$ cat config.mk
export PLATFORM = sky130hd
export DESIGN_NAME = branch_predictor_bht
export DESIGN_NICKNAME = d
export VERILOG_FILES = /design/src/rtl/branch_predictor_bht.sv
export SDC_FILE = /design/constraint.sdc
export NUM_CORES = 2
export LEC_CHECK = 0
export ABC_CLOCK_PERIOD_IN_PS = 4800
export CORE_ASPECT_RATIO = 1.2
export CORE_MARGIN = 2
export CORE_UTILIZATION = 55
export CTS_CLUSTER_SIZE = 28
export DETAILED_ROUTE_END_ITERATION = 12
export PLACE_DENSITY = 0.76
export SLEW_MARGIN = 10
export SYNTH_ARGS = -nofsm -noshare
export SYNTH_HDL_FRONTEND = slang
export SYNTH_SLANG_ARGS = --single-unit
$ cat constraint.sdc
create_clock -name clk -period 4.8 [get_ports clk]
set_input_delay 0.96 -clock clk [delete_from_list [all_inputs] [get_ports clk]]
set_output_delay 0.96 -clock clk [all_outputs]
set_load 0.01 [all_outputs]
$ cat src/rtl/branch_predictor_bht.sv
// branch_predictor_bht
//   Two-bit saturating-counter branch history table with a direct-mapped
//   target buffer. IF looks it up combinationally; ID trains it once a
//   branch has resolved, flags mispredicts and keeps performance counters.
//
// Ports:
//   clk, rst_n            clock (rising edge), async active-low reset
//   pc_IF                 fetch PC for lookup
//   pred_taken_IF         predicted taken
//   pred_target_IF        predicted target, 0 when not taken
//   upd_en_ID, stall_ID   resolved-branch strobe, ID stall (gates update)
//   pc_ID, taken_ID, target_ID            resolved branch
//   pred_taken_ID, pred_target_ID         prediction carried with the branch
//   mispredict_ID         redirect fetch (combinational)
//   redirect_pc_ID        correct next PC
//   br_cnt, mp_cnt        resolved-branch / mispredict counters (wrap)
module branch_predictor_bht #(
  parameter int IDX_W = 4,
  parameter int PC_W  = 32
) (
  input  logic            clk,
  input  logic            rst_n,
  input  logic [PC_W-1:0] pc_IF,
  output logic            pred_taken_IF,
  output logic [PC_W-1:0] pred_target_IF,
  input  logic            upd_en_ID,
  input  logic            stall_ID,
  input  logic [PC_W-1:0] pc_ID,
  input  logic            taken_ID,
  input  logic [PC_W-1:0] target_ID,
  input  logic            pred_taken_ID,
  input  logic [PC_W-1:0] pred_target_ID,
  output logic            mispredict_ID,
  output logic [PC_W-1:0] redirect_pc_ID,
  output logic [15:0]     br_cnt,
  output logic [15:0]     mp_cnt
);

  localparam int DEPTH = 2 ** IDX_W;
  localparam int TAG_W = PC_W - IDX_W - 2;

  logic              valid_q [DEPTH];
  logic [TAG_W-1:0]  tag_q   [DEPTH];
  logic [1:0]        ctr_q   [DEPTH];
  logic [PC_W-1:0]   tgt_q   [DEPTH];

  logic [IDX_W-1:0]  idx_if, idx_id;
  logic [TAG_W-1:0]  tag_if, tag_id;
  logic              hit_if, hit_id;
  logic              upd;

  // Word-aligned PCs: the low two bits never participate.
  logic unused_pc_bits;
  assign unused_pc_bits = ^{pc_IF[1:0], pc_ID[1:0]};

  assign idx_if = pc_IF[IDX_W+1:2];
  assign tag_if = pc_IF[PC_W-1:IDX_W+2];
  assign idx_id = pc_ID[IDX_W+1:2];
  assign tag_id = pc_ID[PC_W-1:IDX_W+2];

  // Lookup reads the registered table only, so a same-cycle update to the
  // same index is not visible until the following cycle.
  assign hit_if         = valid_q[idx_if] && (tag_q[idx_if] == tag_if);
  assign pred_taken_IF  = hit_if && ctr_q[idx_if][1];
  assign pred_target_IF = pred_taken_IF ? tgt_q[idx_if] : '0;

  assign upd    = upd_en_ID && !stall_ID;
  assign hit_id = valid_q[idx_id] && (tag_q[idx_id] == tag_id);

  assign mispredict_ID  = upd && ((taken_ID != pred_taken_ID) ||
                                  (taken_ID && (pred_target_ID != target_ID)));
  assign redirect_pc_ID = taken_ID ? target_ID : (pc_ID + PC_W'(4));

  always_ff @(posedge clk or negedge rst_n) begin
    if (!rst_n) begin
      for (int i = 0; i < DEPTH; i++) begin
        valid_q[i] <= 1'b0;
        tag_q[i]   <= '0;
        ctr_q[i]   <= 2'b01;
        tgt_q[i]   <= '0;
      end
    end else if (upd) begin
      if (hit_id) begin
        if (taken_ID) begin
          if (ctr_q[idx_id] != 2'b11) ctr_q[idx_id] <= ctr_q[idx_id] + 2'd1;
          tgt_q[idx_id] <= target_ID;
        end else if (ctr_q[idx_id] != 2'b00) begin
          ctr_q[idx_id] <= ctr_q[idx_id] - 2'd1;
        end
      end else if (taken_ID) begin
        // Allocate on a taken miss, evicting whatever aliased here.
        valid_q[idx_id] <= 1'b1;
        tag_q[idx_id]   <= tag_id;
        ctr_q[idx_id]   <= 2'b10;
        tgt_q[idx_id]   <= target_ID;
      end
    end
  end

  always_ff @(posedge clk or negedge rst_n) begin
    if (!rst_n) begin
      br_cnt <= '0;
      mp_cnt <= '0;
    end else if (upd) begin
      br_cnt <= br_cnt + 16'd1;
      if (mispredict_ID) mp_cnt <= mp_cnt + 16'd1;
    end
  end

endmodule

---- Yosys cells after proc, flatten, opt, wreduce, memory -nomap -nowiden ----
Index checks and enable logic that the tools add are counted.
W data, S select, Z words.
storage, ports and cells
  register bits after elaboration ......... 1008
  latch bits .............................. 0
  bits in writable memories ............... 0
  bits in read-only memories .............. 0
  input port bits ......................... 134
  memories kept ........................... 0
operators by class
  add/sub/neg operators ................... 5
  multiply operators ...................... 0
  div/mod/pow operators ................... 0
  $lt $le $gt $ge ......................... 3
  equal/unequal tests ..................... 6
  shift operators ......................... 0
  muxes and demuxes ....................... 40
  bitwise gates (word level) .............. 7
  reductions and logical operators ........ 16
operator list
  kind                     count
  $bwmux W512              1
  $bwmux W416              1
  $mux W32                 10
  $bmux W26 S4             2
  $mux W26                 5
  $bmux W32 S4             1
  $demux W32 S4            1
  $demux W26 S4            1
  $bwmux W32               2
  $eq A26 B26 Y1           2
  $add A16 B1 Y16 const B  2
  $add A32 B3 Y32 const B  1
  $ne A32 B32 Y1           1
  $or A16 B16 Y16          2
  $and A16 B16 Y16         1
  $bmux W2 S4              2
  $not A16 Y16             1
  $ge A5 B5 Y1 const B     2
  $mux W2                  5
  $not A4 Y5               2
  $bmux W1 S4              2
  $demux W2 S4             1
  $logic_and A1 B1 Y1      7
  $reduce_bool A2 Y1       3
  14 further kinds         19

---- Longest topological paths before layout ----
  depth after elaboration ................. 9
  gate-level depth with buffers ........... 18

---- Worst setup path before layout ----
No wires, ideal clock.
  path type ............................... input to output
  start ................................... input pc_IF[2]
  end ..................................... output pred_target_IF[11]
  arrival ................................. 4084 ps
  path slack .............................. -244 ps
  stages on the path ...................... 10
  cells stage by stage .................... clkbuf_1 buf_2 buf_2 buf_2 buf_2 buf_2 buf_1 mux4_2 mux4_2 nor2b_1
on the way
  longest elaborated chain between the ends .. 8
  elaborated cells on any way between the ends .. 17
  classes of those cells .................. eq/ne: 1; mux: 13; bitwise: 1; reduce/logical: 2
ends and longest elaborated chain
  item                                         line        source
  from (decl)                                  23          input logic [PC_W-1:0] pc_IF,
  $not A4 Y5 (not written as such) *           63, 64, 65
  $bmux W26 S4                                 63          assign hit_if = valid_q[idx_if] && (tag_q[idx_if] == tag_if);
  $mux W26 (not written as such) (2 in a row)  63
  $eq A26 B26 Y1                               63
  $logic_and A1 B1 Y1                          63
  $logic_and A1 B1 Y1                          64          assign pred_taken_IF = hit_if && ctr_q[idx_if][1];
  $mux W32 *                                   65          assign pred_target_IF = pred_taken_IF ? tgt_q[idx_if] : '0;
  to (decl)                                    25          output logic [PC_W-1:0] pred_target_IF,
Every way passes the cells marked *; elsewhere a longest branch is shown, timed or not. The select of a mux whose other input is x is not followed.

---- Worst setup path in the final report ----
  start ................................... input pc_IF[2]
  end ..................................... output pred_target_IF[28]
The elaborated chain is that of the path after synthesis.

==> flow_summary.toml <==
[placed_design]
pre_cts_ws_ns = -0.829
place_inst = 4884
dp_hpwl_um = 100000
io_buffers = 229
dpl-instance-area_um2 = 57100
place_congestion = 0.976

[setup_path]
worstPathRequired_ns = 3.84
cp_common_cell = "buf_16"
crit_arrival_ns = 3.91
crit_path_start_kind = "primary input"
path_max_fanout = 8
cp-end-kind = "output pin"
crit_family = "multiplexers"
critPathBufInv = 7
slowest_stage = "mux4_2"
r2r_slack_ns = 0.86
path_class = "in2out"
cpPeakStageDelay_ns = 0.54
cp_cell_sequence = "buf_16 > buf_12 > buf_16 > mux4_2 > mux4_2 > xnor2_2 > nand4_1 > nor3_4 > nand4_1 > buf_6 > buf_12 > buf_16 > nor2b_1 > buf_2"

[global_route]
grt_first_pass_wirelength_um = 232000
grt_max_degree = 180
antenna_found_initial = 4
grt_overflow = 0
grt_pass1_vias = 35400
grt_util_all_layers_pct = 32.4

[synthesis]
syn_area_um2 = 51400
ys_ff_latch = 1008
synth_ff_type = "dfrtp_1"
yosysUniqueCellTypes = 67
synth_warnings = 0
synth_nets = 3584
async_flop_share_pct = 100
syn_avg_cell_area_um2 = 14.9
synth_edf_count = 0
ys_seq_area_share_pct = 49.1
syn_inst = 3442

[timing]
tightest_slew_ns = 0.961
fin_ws_ns = -0.0740
hold_slack_ns = 0.280
finalCriticalPeriod_ns = 4.87
period_share_pct = 102
slew_violations = 0
hold_viol = 0
timing.fmax_ghz = 0.205
rsz0062_at_grt = "true"
fin_skew_ns = 0.0509
max_slew_margin_pct = 36.0
finalSetupViolations = 17

[clock_network]
clkSlewWorstSetupHoldPaths_ns = 0.06
clock_sinks = 1008
cts_tree = "yes"
htreeDepth = 3
numCtsBuffers = 103
clockRootBuffer = "clkbuf_16"
holdBufCountCts = 0
cts.path.max_buffers = 3
worstSkewPairLatency_ns = 0.71

[final_layout]
design_area_um2 = 61300
layout.nets = 3912
layout-drive-gt1-share_pct = 51.8
n_antenna_cell = 0
finalNonFillerCells = 5099
area_growth_pct = 19.2

[floorplan]
dieArea_um2 = 96000
rows = 122
io_pins = 232
core_region_area_um2 = 92500
die_h_um = 339
initial_utilization_pct = 55.6
die_x_um = 283

[power_and_ir_drop]
p_sw_uw = 5980
switching_share_pct = 26.3
power.share.clock_pct = 36.6
powerDensity_nw_per_um2 = 370
pwr-share-comb_pct = 17.5
leakagePower_uw = 0.0275
sequentialPowerShare_pct = 45.9
max-vdd-ir-drop_v = 0.000293
power.internal_uw = 16700

[routing]
firstDrtPassIters = 5
drcViolationCount = 0
routedWlPerCell_um = 30.1
drt_iter0_drc = 3325
detail_route.wirelength_um = 154000
ant_nets = 0
via_per_inst = 6.56
vias = 33500

[min_path]
worstHoldPathType = "in2async"

[status]
violations = "negative setup slack"
status = "complete, but fails checks"

[job]
maxCapViolCount = 0
## per-layer routing
metal / global-route usage (%) / routed length [µm] / vias to the layer above
li1: - / - / 13600
met1: 42.3 / 59100 / 17900
met2: 52.3 / 74200 / 1598
met3: 6.08 / 11800 / 414
met4: 16.1 / 8470 / 2
met5: 0 / 13 / -
## sequential cells by signal, indices dropped and copies added, names as in the netlist
register / flops
tgt_q: 512
tag_q: 416
ctr_q: 32
br_cnt: 16
mp_cnt: 16
valid_q: 16
## logic make-up after synthesis
family	count (synthesis)	synth area share, %
simple gates	368	3.84
xor+xnor	137	2.33
buf+inv	353	3.21
mux	1418	39.3
compound gates	150	2.08
flops	1008	49.1
fa+ha+maj	8	0.195
## power by group through the flow
stage	combinational [µW]	sequential [µW]	clock, µW
after floorplan	2580	10300	0
after global routing	4220	10500	8780
after detailed placement	3860	10500	0
final	3970	10400	8320
after global placement	3770	10500	0
after CTS	3960	10400	8420
## cells in the mapped netlist, types with 6 or more instances
| library cell | number | area share (%) |
|---|---|---|
| buf_1 | 41 | 0.30 |
| a2bb2oi_1 | 7 | 0.12 |
| and2_1 | 12 | 0.15 |
| a21o_1 | 12 | 0.18 |
| a22oi_1 | 18 | 0.26 |
| nor2b_1 | 50 | 0.61 |
| clkbuf_1 | 217 | 1.6 |
| o211ai_1 | 7 | 0.10 |
| dfstp_2 | 16 | 0.82 |
| and3_1 | 20 | 0.24 |
| nand2_1 | 98 | 0.72 |
| mux2_1 | 22 | 0.48 |
| ha_1 | 8 | 0.19 |
| buf_6 | 21 | 0.46 |
| dfrtp_1 | 992 | 48 |
| mux2_2 | 940 | 21 |
| xor2_1 | 67 | 1.1 |
| inv_1 | 8 | 0.058 |
| a211oi_1 | 6 | 0.088 |
| a21oi_1 | 10 | 0.097 |
| nor2_2 | 7 | 0.085 |
| or2_2 | 19 | 0.23 |
| o21ai_2 | 7 | 0.12 |
| nand3_1 | 47 | 0.46 |
| a221oi_1 | 6 | 0.10 |
| nor2_1 | 32 | 0.23 |
| mux2i_1 | 72 | 1.4 |
| a22o_1 | 7 | 0.12 |
| nand4_1 | 32 | 0.39 |
| mux4_2 | 384 | 17 |
| nor4_1 | 14 | 0.17 |
| xnor2_1 | 70 | 1.2 |
| nor3_1 | 9 | 0.088 |
| nand2b_1 | 9 | 0.11 |
| o21ai_0 | 39 | 0.38 |
| buf_4 | 29 | 0.42 |
| buf_2 | 35 | 0.34 |
## worst paths after layout
| kind | start | endpoint | depth (start not counted) |
|---|---|---|---|
| min in group clk | br_cnt[15]$_DFFE_PN0P_ | br_cnt[15]$_DFFE_PN0P_ | 1 |
| worst max-delay path | pc_IF[2] | pred_target_IF[28] | 14 |
| worst min register to register | br_cnt[15]$_DFFE_PN0P_ | br_cnt[15]$_DFFE_PN0P_ | 1 |
| max in group asynchronous | rst_n | tgt_q[134]$_DFFE_PN0P_ | 2 |
| worst min-delay path | rst_n | tgt_q[179]$_DFFE_PN0P_ | 1 |
| worst max register to register | tag_q[2]$_DFFE_PN0P_ | ctr_q[23]$_DFFE_PN0P_ | 10 |
## cell type report
cell class	instances	area, µm²
inverters	9	33.8
repair buffers	567	5970
multi-input cells	2081	25000
flip-flops and latches	1008	25200
clock buffers	155	3050
well taps	1240	1550
clock inverters	39	517
fillers	6490	31200
## placed cells by master, fill, tap and decap left out, types with 29 or more instances in the layout
cell type and n:
xnor2_1 59, dfrtp_1 992, o21ai_0 34, nand3_1 41, mux2_2 940, xor2_1 66
clkbuf_16 104, nand4_1 32, mux4_2 384, buf_12 77, clkdlybuf4s50_1 180, nor2_1 30
buf_4 245, nand2_1 92, clkbuf_8 29, mux2i_1 72
## repair_timing
item | CTS | global route
endpoints found under the setup margin | 38 | 43
resized for setup | 189 | 50
pin swaps | 6 | 13
gates cloned | 8 | 1
setup buffers | 13 | 3
## stage by stage
stage	total power [µW]	utilization [%]	setup TNS, ns
finish	22700	66.3	-0.909
global route	23500	66.3	-1.84
CTS	22800	66.1	-1.20
detailed placement	14400	61.7	-27.06
global placement	14200	61.7	-23.05
floorplan	12900	-	-0.0377
Note: power is estimated with default switching activity, not from simulation.
